--- config.mk ---
export PLATFORM = sky130hd
export DESIGN_NAME = instruction_fetch
export DESIGN_NICKNAME = d
export VERILOG_FILES = /design/src/rtl/fetch_pkg.sv /design/src/rtl/fetch_pc_next.sv /design/src/rtl/instruction_fetch.sv
export SDC_FILE = /design/constraint.sdc
export NUM_CORES = 1
export LEC_CHECK = 0
export CAP_MARGIN = 40
export CELL_PAD_IN_SITES_DETAIL_PLACEMENT = 0
export CELL_PAD_IN_SITES_GLOBAL_PLACEMENT = 1
export CORE_MARGIN = 2
export CORE_UTILIZATION = 30
export CTS_CLUSTER_DIAMETER = 100
export DETAILED_ROUTE_END_ITERATION = 8
export PLACE_DENSITY = 0.93
export SLEW_MARGIN = 5
export SYNTH_ARGS = -nofsm -noshare
export SYNTH_HDL_FRONTEND = slang
export SYNTH_SLANG_ARGS = --single-unit
export TNS_END_PERCENT = 1
--- constraint.sdc ---
create_clock -name clock -period 4.65 [get_ports clock]
set_input_delay 1.1625 -clock clock [delete_from_list [all_inputs] [get_ports clock]]
set_output_delay 1.1625 -clock clock [all_outputs]
set_load 0.01 [all_outputs]
--- src/rtl/fetch_pkg.sv ---
// Shared types and constants for the instruction fetch stage.
package fetch_pkg;

  localparam int INSTRUCTION_WIDTH = 32;
  localparam logic [31:0] NOP_INSTRUCTION = 32'h0000_0013;
  localparam logic [31:0] DEFAULT_RESET_VECTOR = 32'h0000_0000;

  typedef enum logic [2:0] {
    IDLE,
    REQUEST,
    WAIT,
    HOLD,
    DRAIN,
    HALT
  } fetch_state_t;

endpackage

--- src/rtl/fetch_pc_next.sv ---
// Next-pc select for the fetch stage: hold, sequential step or redirect.
// FETCH_MISALIGN_TRAP_EN keeps misaligned targets raw and flags them.
module fetch_pc_next
  import fetch_pkg::*;
#(
  parameter int unsigned PC_INCREMENT = 4
) (
  input  logic [31:0] pc,
  input  logic        redirect,
  input  logic        advance,
  input  logic [31:0] next_pc,
  output logic [31:0] pc_next,
  output logic        misaligned
);

  logic [INSTRUCTION_WIDTH-1:0] target;

`ifdef FETCH_MISALIGN_TRAP_EN
  assign target     = next_pc;
  assign misaligned = redirect && (next_pc[1:0] != 2'b00);
`else
  assign target     = {next_pc[31:2], 2'b00};
  assign misaligned = 1'b0;
`endif

  always_comb begin
    pc_next = pc;
    unique case (1'b1)
      redirect: pc_next = target;
      advance:  pc_next = pc + 32'(PC_INCREMENT);
      default:  pc_next = pc;
    endcase
  end

endmodule

--- src/rtl/instruction_fetch.sv ---
// Instruction fetch stage: one outstanding imem request, redirect handling.
// Optional macro FETCH_MISALIGN_TRAP_EN halts on a misaligned redirect.
module instruction_fetch
  import fetch_pkg::*;
#(
  parameter logic [31:0] RESET_VECTOR = DEFAULT_RESET_VECTOR,
  parameter int unsigned PC_INCREMENT = 4
) (
  input  logic        clock,
  input  logic        reset_n,
  output logic        imem_request_valid,
  input  logic        imem_request_ready,
  output logic [31:0] imem_request_address,
  input  logic        imem_response_valid,
  input  logic [31:0] imem_response_data,
  output logic        instruction_valid,
  input  logic        instruction_ready,
  output logic [31:0] instruction,
  output logic [31:0] pc,
  input  logic        next_pc_valid,
  input  logic [31:0] next_pc,
  output logic        fetch_misaligned
);

  fetch_state_t state;
  fetch_state_t state_next;
  logic [31:0]  pc_next;
  logic         redirect;
  logic         advance;
  logic         capture;
  logic         trap;

  assign redirect = next_pc_valid &&
    (state inside {REQUEST, WAIT, DRAIN, HOLD});
  assign advance = (state == HOLD) &&
    instruction_ready && !next_pc_valid;

  assign imem_request_valid   = (state == REQUEST);
  assign imem_request_address = pc;
  assign instruction_valid    = (state == HOLD);

  fetch_pc_next #(
    .PC_INCREMENT(PC_INCREMENT)
  ) u_pc_next (
    .pc        (pc),
    .redirect  (redirect),
    .advance   (advance),
    .next_pc   (next_pc),
    .pc_next   (pc_next),
    .misaligned(trap)
  );

  always_comb begin
    state_next = state;
    capture    = 1'b0;
    unique case (state)
      IDLE: state_next = REQUEST;
      REQUEST: begin
        if (imem_request_ready)
          state_next = redirect ? DRAIN : WAIT;
      end
      WAIT: begin
        if (imem_response_valid && !redirect) begin
          capture    = 1'b1;
          state_next = HOLD;
        end else if (imem_response_valid) begin
          state_next = REQUEST;
        end else if (redirect) begin
          state_next = DRAIN;
        end
      end
      DRAIN: begin
        if (imem_response_valid)
          state_next = REQUEST;
      end
      HOLD: begin
        if (redirect || instruction_ready)
          state_next = REQUEST;
      end
      HALT: state_next = HALT;
      default: state_next = IDLE;
    endcase
    // A misaligned target is never fetched
    if (trap)
      state_next = HALT;
  end

  always_ff @(posedge clock) begin
    if (!reset_n) begin
      state       <= IDLE;
      pc          <= RESET_VECTOR;
      instruction <= NOP_INSTRUCTION;
    end else begin
      state <= state_next;
      pc    <= pc_next;
      if (capture)
        instruction <= imem_response_data;
    end
  end

`ifdef FETCH_MISALIGN_TRAP_EN
  always_ff @(posedge clock) begin
    if (!reset_n)
      fetch_misaligned <= 1'b0;
    else if (trap)
      fetch_misaligned <= 1'b1;
  end
`else
  assign fetch_misaligned = 1'b0;
`endif

endmodule

Word-level counts from Yosys, hierarchy flattened --
Index checks and enable logic that the tools add are counted.
Word-level totals: register bits after elaboration 67, logic and storage cells 35, input port bits 70
Operators by class: reduce and logical (&&, ||, !) cells 11, mux-type cells 11, eq/ne operators 9, add/subtract/negate cells 1
Operators with widths (number):
- case mux 32 bit (2 select lines) | 1
- adder 32 x 3 -> 32 bit, second input constant | 1
- two-way mux 3 bit | 7
- case mux 3 bit (6 select lines) | 1
- equality test 3 x 2 -> 1 bit, second input constant | 2
- equality test 3 bit, second input constant | 2
- logical AND 1 bit | 4
- inequality test 2 x 1 -> 1 bit, second input constant | 2
- inequality test 4 x 3 -> 1 bit, second input constant | 1
- AND reduction 4 bit | 1
- nonzero test 4 bit | 1
- equality test 3 x 1 -> 1 bit, second input constant | 1
- zero test 3 bit | 1
- zero test 1 bit | 2
- two-way mux 1 bit | 2
- inequality test 2 bit, second input constant | 1
- nonzero test 2 bit | 1
- logical OR 1 bit | 1

Logic depth before layout (Yosys ltp) --
Gate-level depths: netlist of run 1.
depth after elaboration 7, depth in mapped cells 7, mapped depth without buffers 6

Modules after synthesis --
A second synthesis of run 1 with hierarchy kept.
Second synthesis, totals: cells, all modules 477, area total of the unflattened synthesis 3841.2 um^2
By module, submodules not included:
- instruction_fetch | sequential area each 1341.3 um^2, instances 1, area each 2572.5 um^2, cells each 273
- fetch_pc_next | sequential area each 0.0 um^2, instances 1, area each 1268.7 um^2, cells each 204

Least setup slack after synthesis of run 1 --
Ideal clock, no wire load.
kind input -> register, from in next_pc_valid, to reg instruction[0], slack 2021 ps, data arrival time 2491 ps, cell stages on the path 6, setup time 137 ps, path through or3b_4 > or3b_2 > clkbuf_1 > clkbuf_1 > nand2_1 > nand3_1
Between the ends: word-level cells in the longest chain between the ends 5
RTL lines:
- start, declared | line instruction_fetch.sv:20 | input logic next_pc_valid,
- logical AND 1 bit | line instruction_fetch.sv:33 | assign redirect = next_pc_valid &&
- zero test 1 bit | line instruction_fetch.sv:63 | if (imem_response_valid && !redirect) begin
- logical AND 1 bit | line instruction_fetch.sv:63
- two-way mux 1 bit | line instruction_fetch.sv:63
- two-way mux 1 bit | line instruction_fetch.sv:56 | unique case (state)
- end signal, assigned | line instruction_fetch.sv:97 | instruction <= imem_response_data;
- end, declared | line instruction_fetch.sv:18 | output logic [31:0] instruction,
Every way passes these cells. A chain may end at the register's enable or synchronous reset.

Worst setup path in the final report of run 1 --
from in next_pc_valid, to reg pc[18] (netlist: imem_request_address[18])
Between the ends: word-level cells in the longest chain between the ends 3, elaborated cells on any way between the ends 5, classes of those cells 1 x mux; 4 x reduce/logical
RTL lines:
- zero test 1 bit | line instruction_fetch.sv:36 | instruction_ready && !next_pc_valid;
- logical AND 1 bit | line instruction_fetch.sv:36
- case mux 32 bit (2 select lines) or nonzero test 2 bit (tied branches)
- end signal, assigned | line instruction_fetch.sv:95 | pc <= pc_next;
- end, declared | line instruction_fetch.sv:19 | output logic [31:0] pc,
Parallel ways exist; a longest one is shown, timed or not.

==> impl_metrics.py, run 1 <==
metrics = {
    "pwr": {
        "sw_frac_of_total_pct": 24.3,
        "p_int_mw": 1.14,
        "p_leak_nw": 1.72,
        "peakVddDrop_v": 0.000162,
        "power_frac_comb_pct": 16.2,
        "pwr-share-clk_pct": 43.1,
        "power.switching_mw": 0.364,
        "powerDensity_nw_per_um2": 297,
        "seq_power_share_pct": 40.8,
    },
    "floorplan": {
        "row_count": 38,
        "initial_core_util_pct": 30.6,
        "ios": 169,
        "core_area_um2": 10700,
        "chipWidth_um": 109,
        "die_h_um": 109,
        "dieArea_um2": 11800,
    },
    "grt": {
        "use_met3_pct": 6.10,
        "track_usage_pct": 16.8,
        "grt_max_degree": 33,
        "gr-max-usage-layer": "met2",
        "grt_pass1_wl_mm": 15.4,
        "use_met2_pct": 28.1,
        "antenna_found_initial": 0,
        "grt_overflow": 0,
        "grt_use_met1_pct": 19.3,
        "grt_pass1_vias": 3144,
    },
    "sta": {
        "fin_crit_ns": 3.05,
        "maxSlewHeadroom_pct": 45.3,
        "worstMarginPinSlew_ns": 0.814,
        "timing.final.crit_share_pct": 65.6,
        "whs_ns": 0.454,
        "rsz0062_at_grt": "false",
        "slew_viol_final": 0,
        "fin_ws_ns": 1.60,
        "hold_violations": 0,
        "max_freq_ghz": 0.328,
        "setup_violations": 0,
        "tns_ns": 0,
        "finalClockSkew_ns": 0.00487,
    },
    "logic_synthesis": {
        "ys_ff_latch": 65,
        "synth_area_um2": 3290,
        "synthTopCellsByArea": "dfxtp_1 40%, nand2_1 11%, buf_4 8.4%",
        "synth.avg_cell_area_um2": 7.81,
        "synth_top_area_share_pct": 39.6,
        "yosysUniqueCellTypes": 50,
        "async_flop_share_pct": 0,
        "synth_common_cells": "93 x nand2_1, 65 x dfxtp_1, 40 x a21oi_1",
        "synth.most_common_cell": "nand2_1",
        "synth_largest_area_cell": "dfxtp_1",
        "synth_edf_count": 0,
        "synth_flop_cell": "dfxtp_1",
        "syn_inst": 421,
        "yosysSeqAreaShare_pct": 39.6,
        "yosys_warnings": 0,
    },
    "routing": {
        "drt-initial-drc-count": 98,
        "drc": 0,
        "wl_mm": 9.87,
        "ant_nets": 0,
        "wl_per_cell_um": 14.3,
        "num_vias": 3408,
        "drt_pass1_iterations": 4,
        "vias_per_cell": 4.95,
    },
    "clock_tree": {
        "cts_buffer_depth": 2,
        "cts_setup_buffers": 0,
        "hold_buffers": 0,
        "clock_latency_ns": 0.35,
        "cts_tree": "done",
        "cts_resized": 0,
        "root_buffer": "clkbuf_8",
        "numClockSinks": 65,
        "cts.reportedPaths.clkPinSlew_ns": 0.08,
        "numCtsBuffers": 9,
        "cts_max_level": 3,
    },
    "flow_run": {
        "cap_violations": 0,
    },
    "layout": {
        "syn_to_final_growth_pct": 53.7,
        "drive_gt1_share_pct": 6.39,
        "design_area_um2": 5050,
        "num_antenna_cells": 0,
        "nets": 614,
    },
    "place": {
        "portBuffers": 161,
        "place_ws_ns": 1.24,
        "place_area_um2": 4790,
        "gp_congestion": 0.799,
        "dp_hpwl_mm": 7.23,
    },
    "min_path": {
        "hp-class": "reg -> reg",
    },
    "critical_path": {
        "cp_max_fo": 7,
        "path_class": "in -> reg",
        "required_ns": 4.94,
        "arrival_ns": 3.34,
        "startpoint_type": "input pin",
        "critPathCaptureType": "flop",
    },
    "status": {
        "status": "complete, no violations",
    },
}
[power groups by stage]
stage                     clock network (mW)  logic [mW]  registers [mW]
after detailed placement                   0       0.245           0.624
after floorplan                            0       0.111           0.624
after CTS                              0.663       0.245           0.611
after global placement                     0       0.239           0.622
after global routing                   0.689       0.263           0.616
final                                  0.646       0.242           0.612
[cell families after synthesis]
logic type	Yosys count	synth area share (%)
AOI/OAI and AO/OA	91	17.4
muxes	4	1.33
adders and majority gates	1	0.380
DFF	65	39.6
and+or+nand+nor	190	28.6
buffers and inverters	66	11.8
xor gates and xnor gates	3	0.799
other	1	0.114
[layer usage]
layer	routed length (µm)	part of all wire (%)
met1	3990	40
met2	4820	49
met3	887	9.0
met4	180	1.8
met5	0	0
[state kept, by name (all words and copies together), names as in the netlist]
| name | cells |
|---|---|
| imem_request_address | 30 |
| instruction | 32 |
| state | 3 |
[cell type report]
type / count / area (µm²)
well taps: 140 / 175
fillers: 1101 / 5690
inverters: 5 / 18.8
multi-input cells: 294 / 1620
flip-flops and latches: 65 / 1300
clock inverters: 7 / 143
repair buffers: 168 / 1670
clock buffers: 9 / 124
[worst max-delay path, cell delays in order]
cell and delay (ns):
clkdlybuf4s50_1 0.51, or3b_4 0.47, nor4_4 0.45, and2b_1 0.35, a311o_1 0.22, o2111a_1 0.18
[through the flow]
step           utilization, %  instances  total power [mW]
5_1_grt                  47.0        688              1.57
3_3_place_gp             44.3        670             0.861
4_1_cts                  47.0        688              1.52
6_report                 47.0        688              1.50
2_1_floorplan               -        425             0.735
3_5_place_dp             44.6        672             0.869
[final timing paths]
path	startpoint	slack, ns	end	cells past startpoint
max	next_pc_valid	1.60	imem_request_address[18]	6
min	instruction[26]	0.45	instruction[26]	2
min reg2reg	instruction[26]	0.45	instruction[26]	2
max reg2reg	imem_request_address[2]	2.40	imem_request_address[30]	6
[placed cells by master, fill, tap and decap left out, drive strengths merged, types with 2 or more instances in the layout]
| cell | netlist | routed |
|---|---|---|
| a211oi | 2 | 2 |
| a21oi | 40 | 40 |
| a22oi | 2 | 2 |
| a2bb2oi | 2 | 2 |
| a311oi | 5 | 5 |
| a31oi | 7 | 7 |
| and2 | 5 | 5 |
| and3 | 9 | 9 |
| buf | 39 | 6 |
| bufinv | 0 | 4 |
| clkbuf | 22 | 9 |
| clkdlybuf4s50 | 0 | 161 |
| clkinvlp | 0 | 3 |
| conb | 1 | 5 |
| dfxtp | 65 | 65 |
| inv | 5 | 5 |
| mux2 | 3 | 3 |
| nand2 | 93 | 93 |
| nand3 | 21 | 21 |
| nand4 | 15 | 15 |
| nand4b | 2 | 2 |
| nor2 | 19 | 19 |
| nor3 | 4 | 4 |
| nor3b | 3 | 3 |
| nor4 | 6 | 6 |
| o2111a | 2 | 2 |
| o211ai | 9 | 9 |
| o21a | 4 | 4 |
| o21ai | 11 | 11 |
| or2 | 2 | 2 |
| or3 | 5 | 5 |
| or3b | 2 | 2 |
| xor2 | 3 | 3 |
(Power assumes the default switching activity.)
==> run 2: changes to the inputs <==
CORE_UTILIZATION = 28   (was 30)
PLACE_DENSITY = 0.88   (was 0.93)
clock period = 3 ns   (was 4.65 ns; I/O delays follow)
==> impl_metrics.py, run 2 (same netlist as run 1, synthesis figures left out) <==
metrics = {
    "critical_path": {
        "cp-startpoint": "next_pc_valid",
        "arrival_ns": 2.78,
        "path_class": "in -> reg",
        "r2r_slack_ns": 0.81,
        "cp_max_fo": 8,
        "worstRegToRegCells": 6,
        "worstReg2RegStart": "state[1]",
        "critPathCaptureType": "flop",
        "required_ns": 3.25,
        "r2r-end": "imem_request_address[21]",
        "startpoint_type": "input pin",
    },
    "routing": {
        "vias_per_cell": 4.96,
        "wl_mm": 10.1,
        "num_vias": 3465,
        "drt_pass1_iterations": 4,
        "ant_nets": 0,
        "drc": 0,
        "drt-initial-drc-count": 102,
        "wl_per_cell_um": 14.5,
    },
    "sta": {
        "fin_crit_ns": 2.52,
        "worstMarginPinSlew_ns": 0.685,
        "max_freq_ghz": 0.396,
        "timing.final.crit_share_pct": 84.1,
        "hold_violations": 0,
        "tns_ns": 0,
        "slew_viol_final": 0,
        "finalClockSkew_ns": 0.00564,
        "whs_ns": 0.452,
        "fin_ws_ns": 0.476,
        "setup_violations": 0,
        "maxSlewHeadroom_pct": 54.4,
        "rsz0062_at_grt": "false",
    },
    "pwr": {
        "powerDensity_nw_per_um2": 460,
        "peakVddDrop_v": 0.000212,
        "p_leak_nw": 1.78,
    },
    "grt": {
        "track_usage_pct": 15.7,
        "grt_pass1_wl_mm": 16.2,
        "antenna_found_initial": 0,
        "grt_max_degree": 33,
        "grt_overflow": 0,
        "grt_pass1_vias": 3294,
    },
    "min_path": {
        "hold_depth": 2,
        "hp-class": "reg -> reg",
        "worstHoldEndpoint": "instruction[22]",
        "hold_start": "instruction[22]",
    },
    "layout": {
        "nets": 621,
        "syn_to_final_growth_pct": 55.8,
        "num_antenna_cells": 0,
        "top_register": "instruction",
        "drive_gt1_share_pct": 7.03,
        "final_common_cell": "clkdlybuf4s50_1",
        "final_cell_mix": "161 x clkdlybuf4s50_1, 93 x nand2_1, 65 x dfxtp_1",
        "largest_reg_flops": 32,
    },
    "clock_tree": {
        "cts_resized": 0,
        "hold_buffers": 0,
        "cts_setup_buffers": 0,
        "clock_latency_ns": 0.32,
        "cts_max_level": 3,
        "cts_buffer_depth": 2,
        "root_buffer": "clkbuf_16",
        "cts.reportedPaths.clkPinSlew_ns": 0.05,
        "numClockSinks": 65,
        "cts_tree": "done",
        "numCtsBuffers": 9,
    },
    "place": {
        "gp_congestion": 0.818,
        "portBuffers": 161,
        "dp_hpwl_mm": 7.36,
        "place_ws_ns": 0.128,
    },
    "flow_run": {
        "cap_violations": 0,
    },
    "floorplan": {
        "chipWidth_um": 112,
        "initial_core_util_pct": 28.8,
        "ios": 169,
        "die_h_um": 112,
        "core_area_um2": 11400,
        "row_count": 39,
        "dieArea_um2": 12600,
    },
    "status": {
        "status": "complete, no violations",
    },
}
run 2: worst max-delay path by stage:
stage	to	cells past startpoint	slack (ns)
2_1_floorplan	instruction[0]	6	0.78
3_3_place_gp	imem_request_address[21]	7	0.17
3_5_place_dp	imem_request_address[21]	7	0.13
4_1_cts	imem_request_valid	2	0.46
5_1_grt	imem_request_address[25]	7	0.37
6_report	imem_request_address[21]	7	0.48
run 2: through the flow:
step | area [µm²] | cells | power, mW | utilization (%)
6_report | 5120 | 698 | 2.36 | 44.9
5_1_grt | 5120 | 698 | 2.46 | 44.9
4_1_cts | 5120 | 698 | 2.39 | 44.9
3_5_place_dp | 4830 | 682 | 1.35 | 42.3
3_3_place_gp | 4830 | 682 | 1.34 | 42.3
2_1_floorplan | 3300 | 425 | 1.14 | -
run 2: routing by layer:
layer  GRT usage, %  routed length, µm  vias up
li1               -                  -     1698
met1           19.5               4400     1624
met2           25.8               4800      134
met3           4.81                807        9
met4           5.69                 96        0
met5              0                  0        -
run 2: area by class of cell:
type | instances | area [µm²]
timing repair buffer | 175 | 1720
tap | 143 | 179
multi-input combinational | 294 | 1620
clock buffer | 13 | 250
sequential | 65 | 1300
inverter | 5 | 18.8
fill | 1161 | 6290
clock inverter | 3 | 40.0
run 2: report_power, final:
| group | internal (mW) | switching (mW) |
|---|---|---|
| clock network | 0.664 | 0.365 |
| registers | 0.898 | 0.0532 |
| logic | 0.230 | 0.149 |
run 2: critical path, cell delays in order:
cell	delay, ns
clkdlybuf4s50_1	0.43
or3b_4	0.44
nor4_4	0.35
buf_4	0.19
nand3_4	0.11
or3_1	0.34
a31oi_1	0.15
==> run 3: changes to the inputs <==
clock period = 2.5 ns   (was 3 ns; I/O delays follow)
==> impl_metrics.py, run 3 (same netlist as run 1, synthesis figures left out) <==
metrics = {
    "status": {
        "status": "complete, no violations",
    },
    "floorplan": {
        "dieArea_um2": 12600,
        "chipWidth_um": 112,
        "ios": 169,
        "row_count": 39,
        "core_area_um2": 11400,
        "initial_core_util_pct": 28.8,
        "die_h_um": 112,
    },
    "clock_tree": {
        "cts_tree": "done",
        "cts_setup_buffers": 0,
        "cts_resized": 0,
        "cts_max_level": 3,
        "numClockSinks": 65,
        "root_buffer": "clkbuf_16",
        "clock_latency_ns": 0.32,
        "cts_buffer_depth": 2,
        "hold_buffers": 0,
        "cts.reportedPaths.clkPinSlew_ns": 0.05,
        "numCtsBuffers": 9,
    },
    "min_path": {
        "hold_depth": 2,
        "hp-class": "reg -> reg",
        "worstHoldEndpoint": "instruction[22]",
        "hold_start": "instruction[22]",
    },
    "routing": {
        "drc": 0,
        "met2_length_mm": 4.78,
        "top_layer_used": "met4",
        "vias_per_cell": 4.96,
        "drt-initial-drc-count": 131,
        "drt-met1-wl_mm": 4.61,
        "wl_mm": 10.2,
        "route.met3.wl_um": 787,
        "ant_nets": 0,
        "num_vias": 3481,
        "drt_pass1_iterations": 4,
        "wl_per_cell_um": 14.6,
    },
    "critical_path": {
        "crit_slowest_cell": "clkdlybuf4s50_1",
        "critPathCaptureType": "flop",
        "max_stage_delay_ns": 0.42,
        "worstRegToRegCells": 5,
        "crit_buf_inv": 1,
        "cp.depth": 6,
        "path_class": "in -> reg",
        "required_ns": 2.76,
        "worstReg2RegStart": "state[1]",
        "crit_family": "simple AND/OR/NAND/NOR gates",
        "cp_max_fo": 7,
        "arrival_ns": 2.63,
        "startpoint_type": "input pin",
        "r2r-end": "imem_request_address[18]",
        "crit_chain": "clkdlybuf4s50_1, or3b_4, nor4_4, and2b_1, a311o_1, o2111a_1",
        "r2r_slack_ns": 0.33,
    },
    "pwr": {
        "powerDensity_nw_per_um2": 549,
        "p_leak_nw": 1.82,
        "peakVddDrop_v": 0.000295,
        "power_mw": 2.86,
    },
    "layout": {
        "nets": 626,
        "final_common_cell": "clkdlybuf4s50_1",
        "syn_to_final_growth_pct": 58.3,
        "top_register": "instruction",
        "fin_util_pct": 45.6,
        "final_cell_mix": "161 x clkdlybuf4s50_1, 93 x nand2_1, 65 x dfxtp_1",
        "num_antenna_cells": 0,
        "largest_reg_flops": 32,
        "fillers": 1132,
        "drive_gt1_share_pct": 8.05,
    },
    "sta": {
        "fin_ws_ns": 0.135,
        "tns_ns": 0,
        "slew_viol_final": 0,
        "worstMarginPinSlew_ns": 0.616,
        "fin_crit_ns": 2.36,
        "rsz0062_at_grt": "false",
        "maxSlewHeadroom_pct": 58.8,
        "setup_violations": 0,
        "whs_ns": 0.450,
        "timing.final.crit_share_pct": 94.6,
        "hold_violations": 0,
        "max_freq_ghz": 0.423,
        "finalClockSkew_ns": 0.00624,
    },
    "grt": {
        "antenna_found_initial": 0,
        "track_usage_pct": 16.2,
        "grt_overflow": 0,
        "grt_pass1_wl_mm": 16.8,
        "grt_pass1_vias": 3343,
        "grt_max_degree": 34,
    },
    "place": {
        "place_ws_ns": -0.189,
        "dp_hpwl_mm": 7.38,
        "portBuffers": 161,
        "gp_congestion": 0.808,
    },
    "flow_run": {
        "cap_violations": 0,
    },
}
==> run 3: cell count changes in the layout (fill, tap and decap cells not counted) <==
| cell | previous run | this run |
|---|---|---|
| buf_12 | 0 | 3 |
| buf_4 | 14 | 16 |
| clkbuf_1 | 3 | 1 |
| clkbuf_8 | 1 | 2 |
==> run 3: layout make-up <==
| class | instances | area, µm² | area share, % |
|---|---|---|---|
| timing repair buffer | 180 | 1790 | 34.4 |
| multi-input combinational | 294 | 1620 | 31.1 |
| sequential | 65 | 1300 | 25.0 |
| clock buffer | 12 | 256 | 4.93 |
| tap | 143 | 179 | 3.44 |
| clock inverter | 3 | 40.0 | 0.769 |
| inverter | 5 | 18.8 | 0.361 |
==> run 3: per-layer routing <==
metal	vias up	global-route usage [%]
met2	128	26.3
met5	-	0
li1	1714	-
met1	1634	21.1
met4	0	3.41
met3	5	5.45
==> run 3: worst reg2reg max path: cells and delay by family, from the launching register on <==
| family | cells | cell delay, ns |
|---|---|---|
| AND/OR/NAND/NOR | 3 | 1.21 |
| AO/OA/AOI/OAI | 2 | 0.41 |
| flip-flops | 1 | 0.50 |
==> run 3: report_power, final <==
group	switching, mW	leakage (nW)	total, mW	internal [mW]
logic	0.181	1.14	0.460	0.279
clock network	0.440	0.148	1.26	0.817
registers	0.0638	0.528	1.14	1.08
==> run 3: worst max path at each step <==
stage / endpoint / from
after floorplan: instruction[0] / next_pc_valid
after global placement: imem_request_address[18] / next_pc_valid
after detailed placement: imem_request_address[18] / next_pc_valid
after CTS: imem_request_valid / state[0]
after global routing: imem_request_valid / state[0]
final: imem_request_address[18] / next_pc_valid
==> run 3: through the flow <==
stage / area, µm² / cells
floorplan: 3300 / 425
global placement: 4910 / 687
detailed placement: 4910 / 687
CTS: 5200 / 702
global route: 5200 / 702
finish: 5200 / 702
